--- config.mk ---
export PLATFORM = sky130hd
export DESIGN_NAME = subleq_sequencer
export DESIGN_NICKNAME = d
export VERILOG_FILES = /design/src/rtl/subleq_sequencer.sv
export SDC_FILE = /design/constraint.sdc
export NUM_CORES = 1
export LEC_CHECK = 0
export BUFFER_PORTS_ARGS = -buffer_cell sky130_fd_sc_hd__buf_2
export CORE_AREA = 2 2 85 87
export DETAILED_ROUTE_END_ITERATION = 12
export DIE_AREA = 0 0 87 89
export PLACE_DENSITY = 0.85
export RECOVER_POWER = 100
export SLEW_MARGIN = 0
export SYNTH_ARGS = -nofsm -noshare
export SYNTH_HDL_FRONTEND = slang
export SYNTH_SLANG_ARGS = --single-unit
--- constraint.sdc ---
create_clock -name clk -period 6.6 [get_ports clk]
set_input_delay 0 -clock clk [delete_from_list [all_inputs] [get_ports clk]]
set_output_delay 0 -clock clk [all_outputs]
set_load 0.02 [all_outputs]
--- src/rtl/subleq_sequencer.sv ---
// Purpose: multi-cycle SUBLEQ controller: fetch A,B,C at pc..pc+2, read mem[A], mem[B], write mem[B]-mem[A], branch to C on result <= 0.
// Latency: 6 cycles per instruction with zero wait states (FA,FB,FC,RA,RB,WB), back to back under run with no bubble.
// Backpressure: every memory state holds while mem_rdy=0; address, write data and strobes stay frozen until the ready cycle.
//
// Ports:
//   clk, res                 rising-edge clock, asynchronous active-low reset
//   run, step                level run / one-instruction pulse (sampled in IDLE)
//   pc_load, pc_val          load PC in IDLE or HALT; clears the halt condition
//   mem_adr, mem_wdat        RAM address / write data
//   mem_re, mem_we           RAM read / write request (exactly one high while busy)
//   mem_rdat, mem_rdy        RAM read data / access-complete
//   pc, busy, halted, leq    architectural status
//   instr_cnt                completed instructions, saturating

module subleq_sequencer #(
    parameter int              AW       = 8,
    parameter int              DW       = 8,
    parameter logic [AW-1:0]   RESET_PC = '0,
    parameter logic [AW-1:0]   HALT_ADR = '1
) (
    input  logic              clk,
    input  logic              res,
    input  logic              run,
    input  logic              step,
    input  logic              pc_load,
    input  logic [AW-1:0]     pc_val,
    output logic [AW-1:0]     mem_adr,
    output logic [DW-1:0]     mem_wdat,
    output logic              mem_re,
    output logic              mem_we,
    input  logic [DW-1:0]     mem_rdat,
    input  logic              mem_rdy,
    output logic [AW-1:0]     pc,
    output logic              busy,
    output logic              halted,
    output logic              leq,
    output logic [15:0]       instr_cnt
);

    typedef enum logic [2:0] {
        S_IDLE,
        S_FA,
        S_FB,
        S_FC,
        S_RA,
        S_RB,
        S_WB,
        S_HALT
    } state_t;

    state_t state, state_nxt;

    logic [AW-1:0] a_adr, b_adr, c_adr;
    logic [DW-1:0] op_a, op_b;
    logic [DW-1:0] result;
    logic          leq_new;
    logic          branch_halt;

    // The subtraction result is a pure function of the held operands, so it
    // is stable for the whole WB state regardless of how long RAM stalls.
    assign result      = op_b - op_a;
    assign leq_new     = (result == '0) || result[DW-1];
    assign branch_halt = leq_new && (c_adr == HALT_ADR);

    assign busy   = (state != S_IDLE) && (state != S_HALT);
    assign halted = (state == S_HALT);

    // State register
    always_ff @(posedge clk or negedge res) begin
        if (!res) begin
            state <= S_IDLE;
        end else begin
            state <= state_nxt;
        end
    end

    // Next state and memory-side outputs. Outputs are decoded from the state
    // and held registers only, which keeps them glitch-free and frozen across
    // wait states and drops the strobes the instant reset asserts.
    always_comb begin
        state_nxt = state;
        mem_adr   = '0;
        mem_wdat  = '0;
        mem_re    = 1'b0;
        mem_we    = 1'b0;
        case (state)
            S_IDLE: begin
                // A load in the same cycle as run/step only loads.
                if (!pc_load && (run || step)) begin
                    state_nxt = S_FA;
                end
            end
            S_FA: begin
                mem_re  = 1'b1;
                mem_adr = pc;
                if (mem_rdy) state_nxt = S_FB;
            end
            S_FB: begin
                mem_re  = 1'b1;
                mem_adr = pc + AW'(1);
                if (mem_rdy) state_nxt = S_FC;
            end
            S_FC: begin
                mem_re  = 1'b1;
                mem_adr = pc + AW'(2);
                if (mem_rdy) state_nxt = S_RA;
            end
            S_RA: begin
                mem_re  = 1'b1;
                mem_adr = a_adr;
                if (mem_rdy) state_nxt = S_RB;
            end
            S_RB: begin
                mem_re  = 1'b1;
                mem_adr = b_adr;
                if (mem_rdy) state_nxt = S_WB;
            end
            S_WB: begin
                mem_we   = 1'b1;
                mem_adr  = b_adr;
                mem_wdat = result;
                if (mem_rdy) begin
                    if (branch_halt) begin
                        state_nxt = S_HALT;
                    end else if (run) begin
                        state_nxt = S_FA;
                    end else begin
                        state_nxt = S_IDLE;
                    end
                end
            end
            S_HALT: begin
                if (pc_load) state_nxt = S_IDLE;
            end
            default: state_nxt = S_IDLE;
        endcase
    end

    // Datapath registers. pc is left untouched during fetch so the three
    // fetch addresses are derived from one value; it only moves at WB.
    always_ff @(posedge clk or negedge res) begin
        if (!res) begin
            pc        <= RESET_PC;
            a_adr     <= '0;
            b_adr     <= '0;
            c_adr     <= '0;
            op_a      <= '0;
            op_b      <= '0;
            leq       <= 1'b0;
            instr_cnt <= '0;
        end else begin
            case (state)
                S_IDLE, S_HALT: begin
                    if (pc_load) pc <= pc_val;
                end
                S_FA: if (mem_rdy) a_adr <= mem_rdat[AW-1:0];
                S_FB: if (mem_rdy) b_adr <= mem_rdat[AW-1:0];
                S_FC: if (mem_rdy) c_adr <= mem_rdat[AW-1:0];
                S_RA: if (mem_rdy) op_a  <= mem_rdat;
                S_RB: if (mem_rdy) op_b  <= mem_rdat;
                S_WB: begin
                    if (mem_rdy) begin
                        leq <= leq_new;
                        pc  <= leq_new ? c_adr : pc + AW'(3);
                        if (instr_cnt != 16'hFFFF) begin
                            instr_cnt <= instr_cnt + 16'd1;
                        end
                    end
                end
                default: ;
            endcase
        end
    end

endmodule

## Word-level counts from Yosys, hierarchy flattened

Index checks and enable logic that the tools add are counted.

| word-level totals | value |
|---|---|
| logic and storage cells | 74 |
| bits of input ports | 22 |
| bits in registers | 68 |
| output and inout port bits | 45 |

| operators by class | value |
|---|---|
| muxes and demuxes | 19 |
| reductions and logical operators | 22 |
| $add $sub $neg | 5 |
| equality and inequality tests | 19 |

Operator list:

| kind | number |
|---|---|
| 8-bit one-hot mux with 5 select lines | 1 |
| 8-bit 2-to-1 mux | 4 |
| 3-bit 2-to-1 mux | 9 |
| 3-bit one-hot mux with 8 select lines | 1 |
| 2-bit inequality test (second input constant) | 9 |
| 16-bit by 1-bit adder with 16-bit output (second input constant) | 1 |
| 8-bit by 2-bit adder with 8-bit output (second input constant) | 2 |
| 16-bit inequality test (second input constant) | 1 |
| 8-bit one-hot mux with 2 select lines | 1 |
| 3-bit equality test (second input constant) | 4 |
| 2-bit AND reduction | 6 |
| 8-bit by 1-bit adder with 8-bit output (second input constant) | 1 |
| 8-bit equality test (second input constant) | 1 |
| 8-bit logical NOT | 1 |
| 8-bit AND reduction | 1 |
| 8-bit subtractor | 1 |
| 3-bit by 2-bit equality test with 1-bit output (second input constant) | 2 |
| 3-bit AND reduction | 2 |
| 5-bit OR reduction | 1 |
| 2-bit OR reduction | 2 |
| 3-bit by 1-bit equality test with 1-bit output (second input constant) | 1 |
| 1-bit logical AND | 3 |
| 3-bit logical NOT | 1 |
| 1-bit 2-to-1 mux | 3 |
| other kinds (5) | 6 |

## Logic depth before layout (Yosys ltp)

Gate-level depths: netlist of run 1.

| depth | value |
|---|---|
| word-level depth | 7 |
| depth in mapped cells | 11 |
| depth with buffers taken out | 10 |

## Least setup slack after synthesis of run 1

Ideal clock, no wire load.

| timing | value |
|---|---|
| kind | register to register |
| start | reg op_a[0] |
| end | reg pc[5] |
| path buffers | 1 |
| required time | 6,466 ps |
| library setup time | 134 ps |
| path slack | 4,003 ps |
| arrival time | 2,463 ps |
| period minus slack after synthesis | 2,597 ps |
| stages on the path, launching flop included | 11 |
| cell sequence | dfrtp_1 > ha_1 > fa_1 > nor2b_1 > o21ai_0 > a311oi_2 > o21ai_1 > o41ai_4 > buf_6 > mux2i_1 > o221ai_2 |

| on the way | value |
|---|---|
| cells in the longest elaborated chain, start to end | 6 |

Ends and longest elaborated chain:

| item | line | text |
|---|---|---|
| from (decl) | 54 | `logic [DW-1:0] op_a, op_b;` |
| from (signal assigned) | 159 | `S_RA: if (mem_rdy) op_a <= mem_rdat;` |
| 8-bit subtractor (*) | 61 | `assign result = op_b - op_a;` |
| 8-bit logical NOT | 62 | `assign leq_new = (result == '0) \|\| result[DW-1];` |
| 1-bit logical OR (*) | 62 |  |
| 8-bit 2-to-1 mux (*) | 164 | `pc <= leq_new ? c_adr : pc + AW'(3);` |
| 8-bit 2-to-1 mux (*) | 162 | `if (mem_rdy) begin` |
| 8-bit one-hot mux with 2 select lines (*) | 152 | `case (state)` |
| to (signal assigned) | 154 | `if (pc_load) pc <= pc_val;` |
| to (signal assigned) | 164 |  |
| to (decl) | 33 | `output logic [AW-1:0] pc,` |

Every way passes the cells marked *; elsewhere a longest branch is shown, timed or not. The select of a mux whose other input is x is not followed.
A chain may end at the register's enable or synchronous reset.

==> results of run 1 <==
-- layout make-up --
class                           count  share of cell area, %
Clock buffer                       11                   2.99
Clock inverter                      5                   1.30
Inverter                           19                   1.51
Multi-Input combinational cell    307                   46.6
Sequential cell                    68                   36.0
Tap cell                           80                   2.12
Timing Repair Buffer               84                   9.48
-- cell usage after synthesis (all sizes together), types with 2 or more instances --
master,instances
o221ai,2
nor2b,6
nand3,9
and2,5
xor2,13
inv,18
or3,3
mux2,38
mux2i,13
ha,12
nand4,9
o21ai,26
and4,4
a21oi,27
buf,2
nor2,31
dfrtp,68
nor3,9
a21o,2
a221oi,8
clkbuf,19
o22ai,6
nand2,35
o22a,2
a211oi,5
o21a,2
and3,6
xnor2,17
-- cell families (layout without fill, tap and decap cells) --
logic type,after synthesis,after routing
simple gates,123,123
compound gates,90,90
flops,68,68
mux,51,51
buf+inv,40,119
xor+xnor,30,30
fa+ha+maj,13,13
-- where the power goes --
| part | internal [mW] | switching, mW |
|---|---|---|
| Clock | 0.186 | 0.168 |
| Sequential | 0.588 | 0.225 |
| Combinational | 0.619 | 0.887 |
| Total | 1.39 | 1.28 |
-- per-layer routing --
layer | up-vias | GRT usage [%] | wire, um
met2 | 184 | 44.6 | 4890
li1 | 1633 | - | -
met3 | 29 | 7.02 | 797
met4 | 0 | 8.52 | 223
met5 | - | 0 | 0
met1 | 1683 | 36.7 | 4310
-- what timing repair did --
action / 4_1_cts / 5_1_grt
hold buffers: 16 / 0
hold endpoints to repair: 113 / 0
resized for setup: 0 / 0
-- stage by stage --
| stage | hold slack, ps | cell area (um^2) | util (%) | instances |
|---|---|---|---|---|
| final | 67.2 | 4720 | 70.3 | 574 |
| after global routing | 99.4 | 4720 | 70.3 | 574 |
| after CTS | 55.7 | 4790 | 71.3 | 574 |
| after detailed placement | 245 | 4430 | 65.9 | 542 |
| after global placement | 235 | 4430 | 65.9 | 542 |
| after floorplan | -296 | 4070 | - | 415 |
-- sequential cells by signal, indices dropped and copies added (netlist names) --
register and count:
a_adr 8, instr_cnt 16, pc 8, state 3
op_b 8, b_adr 8, op_a 8, c_adr 8
leq 1
-- layout by cell type (no fill, tap or decap), types with 2 or more instances in the layout --
cell type       n
buf_2          23
nor2_1         31
o22ai_1         6
nand4_1         9
o221ai_2        2
and3_1          6
a21o_1          2
ha_1           12
clkbuf_8       10
nor2b_1         6
xnor2_1        17
o21ai_0        26
a211oi_1        4
nand2_1        35
mux2i_1        13
o22a_1          2
a21oi_1        27
and2_0          4
mux2_2         38
dlygate4sd3_1  16
o21a_1          2
or3_1           3
nor3_1          9
dfrtp_1        68
inv_1          18
and4_1          4
a221oi_1        7
xor2_1         13
nand3_1         9
clkinvlp_4      3
clkbuf_1       45
-- worst max path at each step --
stage / to / slack, ps / cells past startpoint
5_1_grt: c_adr[6] / 2250 / 3
6_report: state[0] / 3030 / 3
4_1_cts: pc[3] / 3480 / 9
3_5_place_dp: pc[3] / 3510 / 9
2_1_floorplan: pc[5] / 4000 / 10
3_3_place_gp: pc[3] / 3570 / 9
-- worst max-delay path: stages --
cell           delay (ps)
dlygate4sd3_1         520
buf_2                  90
clkbuf_1             2540
==> results.cfg, run 1 <==
[detailed_routing]
ant_nets = 0
drt_first_pass_iters = 5
drtIter0Drc = 379
wl_mm = 10.2
vias = 3529
avgRoutedWirePerCell_um = 17.8
routed_via_density = 6.15
drc = 0

[synthesis]
syn_area_per_cell_um2 = 9.80
synth_fa_ha_area_share_pct = 4.18
ys_ff_latch = 68
synth_nets = 450
netlist_area_um2 = 4070
synth-simple-area-share_pct = 14.7
synth_ff_type = dfrtp_1
synth_xor_area_share_pct = 6.46
yosysWarnings = 0
synth_compound_area_share_pct = 15.3
synth_top_area_share_pct = 41.8
yosys-mux-area-fraction_pct = 13.7
synth_top_family_by_area = compound AO/OA/AOI/OAI gates
synth_largest_area_cell = dfrtp_1
synthDistinctLibCells = 51
async_flop_share_pct = 100
ys_seq_area_share_pct = 41.8
synth_area_leaders = dfrtp_1 42%, mux2_2 11%, ha_1 3.7%
synthCells = 415
synth_edf_count = 0

[clock_tree]
cts_made_buffers = 9
root_buffer = clkbuf_8
clkTransAtPathRegs_ps = 80
cts_tree = yes
cts_setup_buffers = 0
cts_max_level = 3
cts_max_path_buffers = 2
worstSkewPairLatency_ps = 350
cts_sinks = 68

[sta]
finalCritPeriodShare_pct = 54.1
timing_hold_violations_final = 0
timing.setup.tns_ps = 0
setup_slack_ps = 3030
fmax_mhz = 280
finalCriticalPeriod_ps = 3570
finClkSkew_ps = 6.53
setup_viol = 0
slew_viol_final = 69
slew_headroom_pct = -143
tightestPinTransition_ps = 3640
rsz0062_at_grt = false

[finish]
multi_input_area_um2 = 2200
layout-drive-gt1-share_pct = 16.8
regArea_um2 = 1700
antenna_cells = 0
area_delta_synth_final_pct = 16.1
fin_nets = 524
fillCellCount = 509

[pwr]
p_leak_nw = 2.07
power_density_nw_per_um2 = 566
peakVddDrop_uv = 238
total_power_mw = 2.67

[placement]
pre_cts_ws_ps = 3510
hpwl_mm = 7.00
gp_congestion = 0.869
portBuffers = 66

[floorplanning]
core_area_um2 = 6720
die_h_um = 89
start_util_pct = 60.6
die_w_um = 87
fp.dieArea_um2 = 7740
rows = 30
io_pins = 67

[min_path]
holdPathEnd = pc[7]
hp-start = pc_val[7]
hold_path_class = primary input to flip-flop
hold_path_depth = 4

[worst_setup_path]
arrival_ps = 3200
worstReg2RegStart = op_a[0]
r2r_slack_ps = 3420
crit_required_ps = 6230
path_class = primary input to async pin
start_kind = primary input
r2r-end = state[1]
reg2reg_depth = 9
endpoint_kind = async pin
worstPathMaxFanout = 68
setup.worst_path.start = res

[grt]
antenna_found_initial = 0
grt-ovfl-total = 0
grt_use_total_pct = 27.5
grt_max_degree = 69
grt_pass1_vias = 3364
grt_pass1_wl_mm = 16.4

[outcome]
violations = max-capacitance violations, max-slew violations
status = finished with violations

[run]
maxCapViolations = 1
No activity file was read; power rests on OpenSTA's default activity.
==> run 2: changes to the inputs <==
--- a/config.mk
+++ b/config.mk
@@ -5,11 +5,12 @@
 export SDC_FILE = /design/constraint.sdc
 export NUM_CORES = 1
 export LEC_CHECK = 0
+export ABC_AREA = 1
 export BUFFER_PORTS_ARGS = -buffer_cell sky130_fd_sc_hd__buf_2
-export CORE_AREA = 2 2 85 87
+export CORE_AREA = 2 2 93 95
 export DETAILED_ROUTE_END_ITERATION = 12
-export DIE_AREA = 0 0 87 89
-export PLACE_DENSITY = 0.85
+export DIE_AREA = 0 0 95 97
+export PLACE_DENSITY = 0.75
 export RECOVER_POWER = 100
 export SLEW_MARGIN = 0
 export SYNTH_ARGS = -nofsm -noshare
==> constraint.sdc (replaced) <==
create_clock -name clk -period 3.2 [get_ports clk]
set_input_delay 0 -clock clk [delete_from_list [all_inputs] [get_ports clk]]
set_output_delay 0 -clock clk [all_outputs]
set_load 0.02 [all_outputs]
==> run 2 against run 1 <==
  * Clock skew is 4.8 ps higher
  * Die area is 19% higher
  * The flow still finishes with violations (max-capacitance violations, max-slew violations)
  * Sequential power increased by 82%
  * Non-clock buffer count fell by 6
  * Synthesized cell count increased by 28%
  * Combinational power grew 70%
  * Area after synthesis fell by 0.52%
  * Via count up 7.0%
==> results.cfg, run 2 <==
[outcome]
status = finished with violations
violations = max-capacitance violations, max-slew violations

[finish]
antenna_cells = 0
largest_reg_flops = 16
fin_cells = 721
fin_nets = 646
area_delta_synth_final_pct = 15.2
design_area_um2 = 4660
layout-drive-gt1-share_pct = 7.63
final_cell_mix = 152 x nand2_1, 68 x dfrtp_1, 64 x inv_1, 46 x clkbuf_1, 45 x o21ai_0
layout_commonest_cell = nand2_1
post-route-util_pct = 57.3
largest-register = instr_cnt

[detailed_routing]
wl_mm = 10.1
ant_nets = 0
routed_via_density = 5.24
avgRoutedWirePerCell_um = 14.0
drt_first_pass_iters = 5
drtIter0Drc = 240
drc = 0
vias = 3776

[placement]
place_area_um2 = 4460
pre_cts_ws_ps = 801
placed_cells = 694
gp_congestion = 0.868
hpwl_mm = 7.48
portBuffers = 66

[clock_tree]
cts_max_level = 3
cts_made_buffers = 9
cts_tree = yes
worstSkewPairLatency_ps = 330
ctsResizeCount = 0
clkTransAtPathRegs_ps = 80
cts_max_path_buffers = 2
root_buffer = clkbuf_8
cts_hold_buf = 11
cts_sinks = 68
cts_setup_buffers = 0

[min_path]
hold_path_class = primary input to flip-flop

[synthesis]
synth_area_leaders = dfrtp_1 42%, nand2_1 14%, inv_1 5.6%
yosysWarnings = 0
synth.most_common_cell = nand2_1
netlist_area_um2 = 4050
async_flop_share_pct = 100
synth_top_area_share_pct = 42.0
synth_edf_count = 0
synth_nets = 568
synth_largest_area_cell = dfrtp_1
ys_ff_latch = 68
synth_ff_type = dfrtp_1
ys_seq_area_share_pct = 42.0
syn_area_per_cell_um2 = 7.59
synthCells = 533
synthDistinctLibCells = 37
synthTopCellsByCount = 147 x nand2_1, 68 x dfrtp_1, 60 x inv_1

[sta]
setup_slack_ps = 375
rsz0062_at_grt = false
finClkSkew_ps = 11.3
timing.setup.tns_ps = 0
setup_viol = 0
slew_headroom_pct = -36.4
finalCriticalPeriod_ps = 2820
finalCritPeriodShare_pct = 88.3
slew_viol_final = 40
tightestPinTransition_ps = 2050
timing_hold_violations_final = 0
fmax_mhz = 354

[run]
maxCapViolations = 1

[worst_setup_path]
start_kind = flip-flop
path_class = flip-flop to primary output
crit_required_ps = 3200
arrival_ps = 2820
worstPathMaxFanout = 16
endpoint_kind = primary output

[floorplanning]
start_util_pct = 49.8
rows = 33
core_area_um2 = 8130
die_w_um = 95
io_pins = 67
fp.dieArea_um2 = 9220
die_h_um = 97

[grt]
grt_pass1_wl_mm = 17.0
antenna_found_initial = 0
grt_max_degree = 40
grt-ovfl-total = 0
grt_use_total_pct = 23.2
grt_pass1_vias = 3490

[pwr]
p_leak_nw = 2.33
peakVddDrop_uv = 355
power_density_nw_per_um2 = 1030
[run 2: cell types whose count changed after synthesis, moves of 7 or more]
cell | before | now
nor2_1 | 31 | 39
mux2i_1 | 13 | 0
nand2_1 | 35 | 147
mux2_2 | 38 | 0
clkbuf_1 | 19 | 4
xnor2_1 | 17 | 10
nand3_1 | 9 | 37
o21ai_0 | 25 | 45
a22oi_1 | 1 | 8
inv_1 | 18 | 60
[run 2: worst paths after layout]
kind | from | to | slack (ps) | depth (start not counted)
max in group asynchronous | res | b_adr[2] | 740 | 3
worst max-delay path | state[2] | mem_adr[4] | 380 | 7
worst min-delay path | mem_rdat[0] | op_a[0] | 30 | 3
worst min register to register | op_a[3] | op_a[3] | 490 | 2
min in group asynchronous | res | pc[6] | 790 | 2
worst max register to register | op_a[0] | state[2] | 490 | 15
[run 2: final cells by class]
class | instances | area, um^2
timing repair buffer | 78 | 390
clock buffer | 12 | 145
multi-input combinational | 387 | 1970
tap | 105 | 131
sequential | 68 | 1700
clock inverter | 4 | 72.6
inverter | 67 | 251
fill | 805 | 3470
[run 2: metal layers]
layer  track usage, %  part of all wire (%)  up-vias  routed length [um]
li1                 -                     -     1884                   -
met1             32.3                    46     1773                4700
met2             37.6                    48      107                4880
met3             4.28                   4.2       12                 426
met4             5.35                   1.1        0                 116
met5                0                     0        -                   0
[run 2: power by group]
group          switching (mW)  internal [mW]
registers               0.309           1.17
logic                    1.72          0.838
clock network           0.314          0.460
[run 2: cells by family after synthesis]
family | Yosys count | share of synthesized area, %
simple gates | 256 | 28.1
compound gates | 95 | 12.8
buf+inv | 78 | 7.82
flops | 68 | 42.0
xor+xnor | 23 | 4.98
fa+ha+maj | 13 | 4.20
[run 2: worst max-delay path: stages (launching register included)]
cell and delay [ps]:
dfrtp_1 510, nand2_1 170, nor2_2 430, inv_1 380, o21ai_1 420, a22oi_1 180
o2111ai_1 150, clkbuf_1 250
[run 2: through the flow]
step           power (mW)  hold slack (ps)
3_3_place_gp         4.08              158
4_1_cts              4.96             12.8
5_1_grt              5.29             44.3
6_report             4.81             26.0
2_1_floorplan        3.51             -296
3_5_place_dp         4.14              171
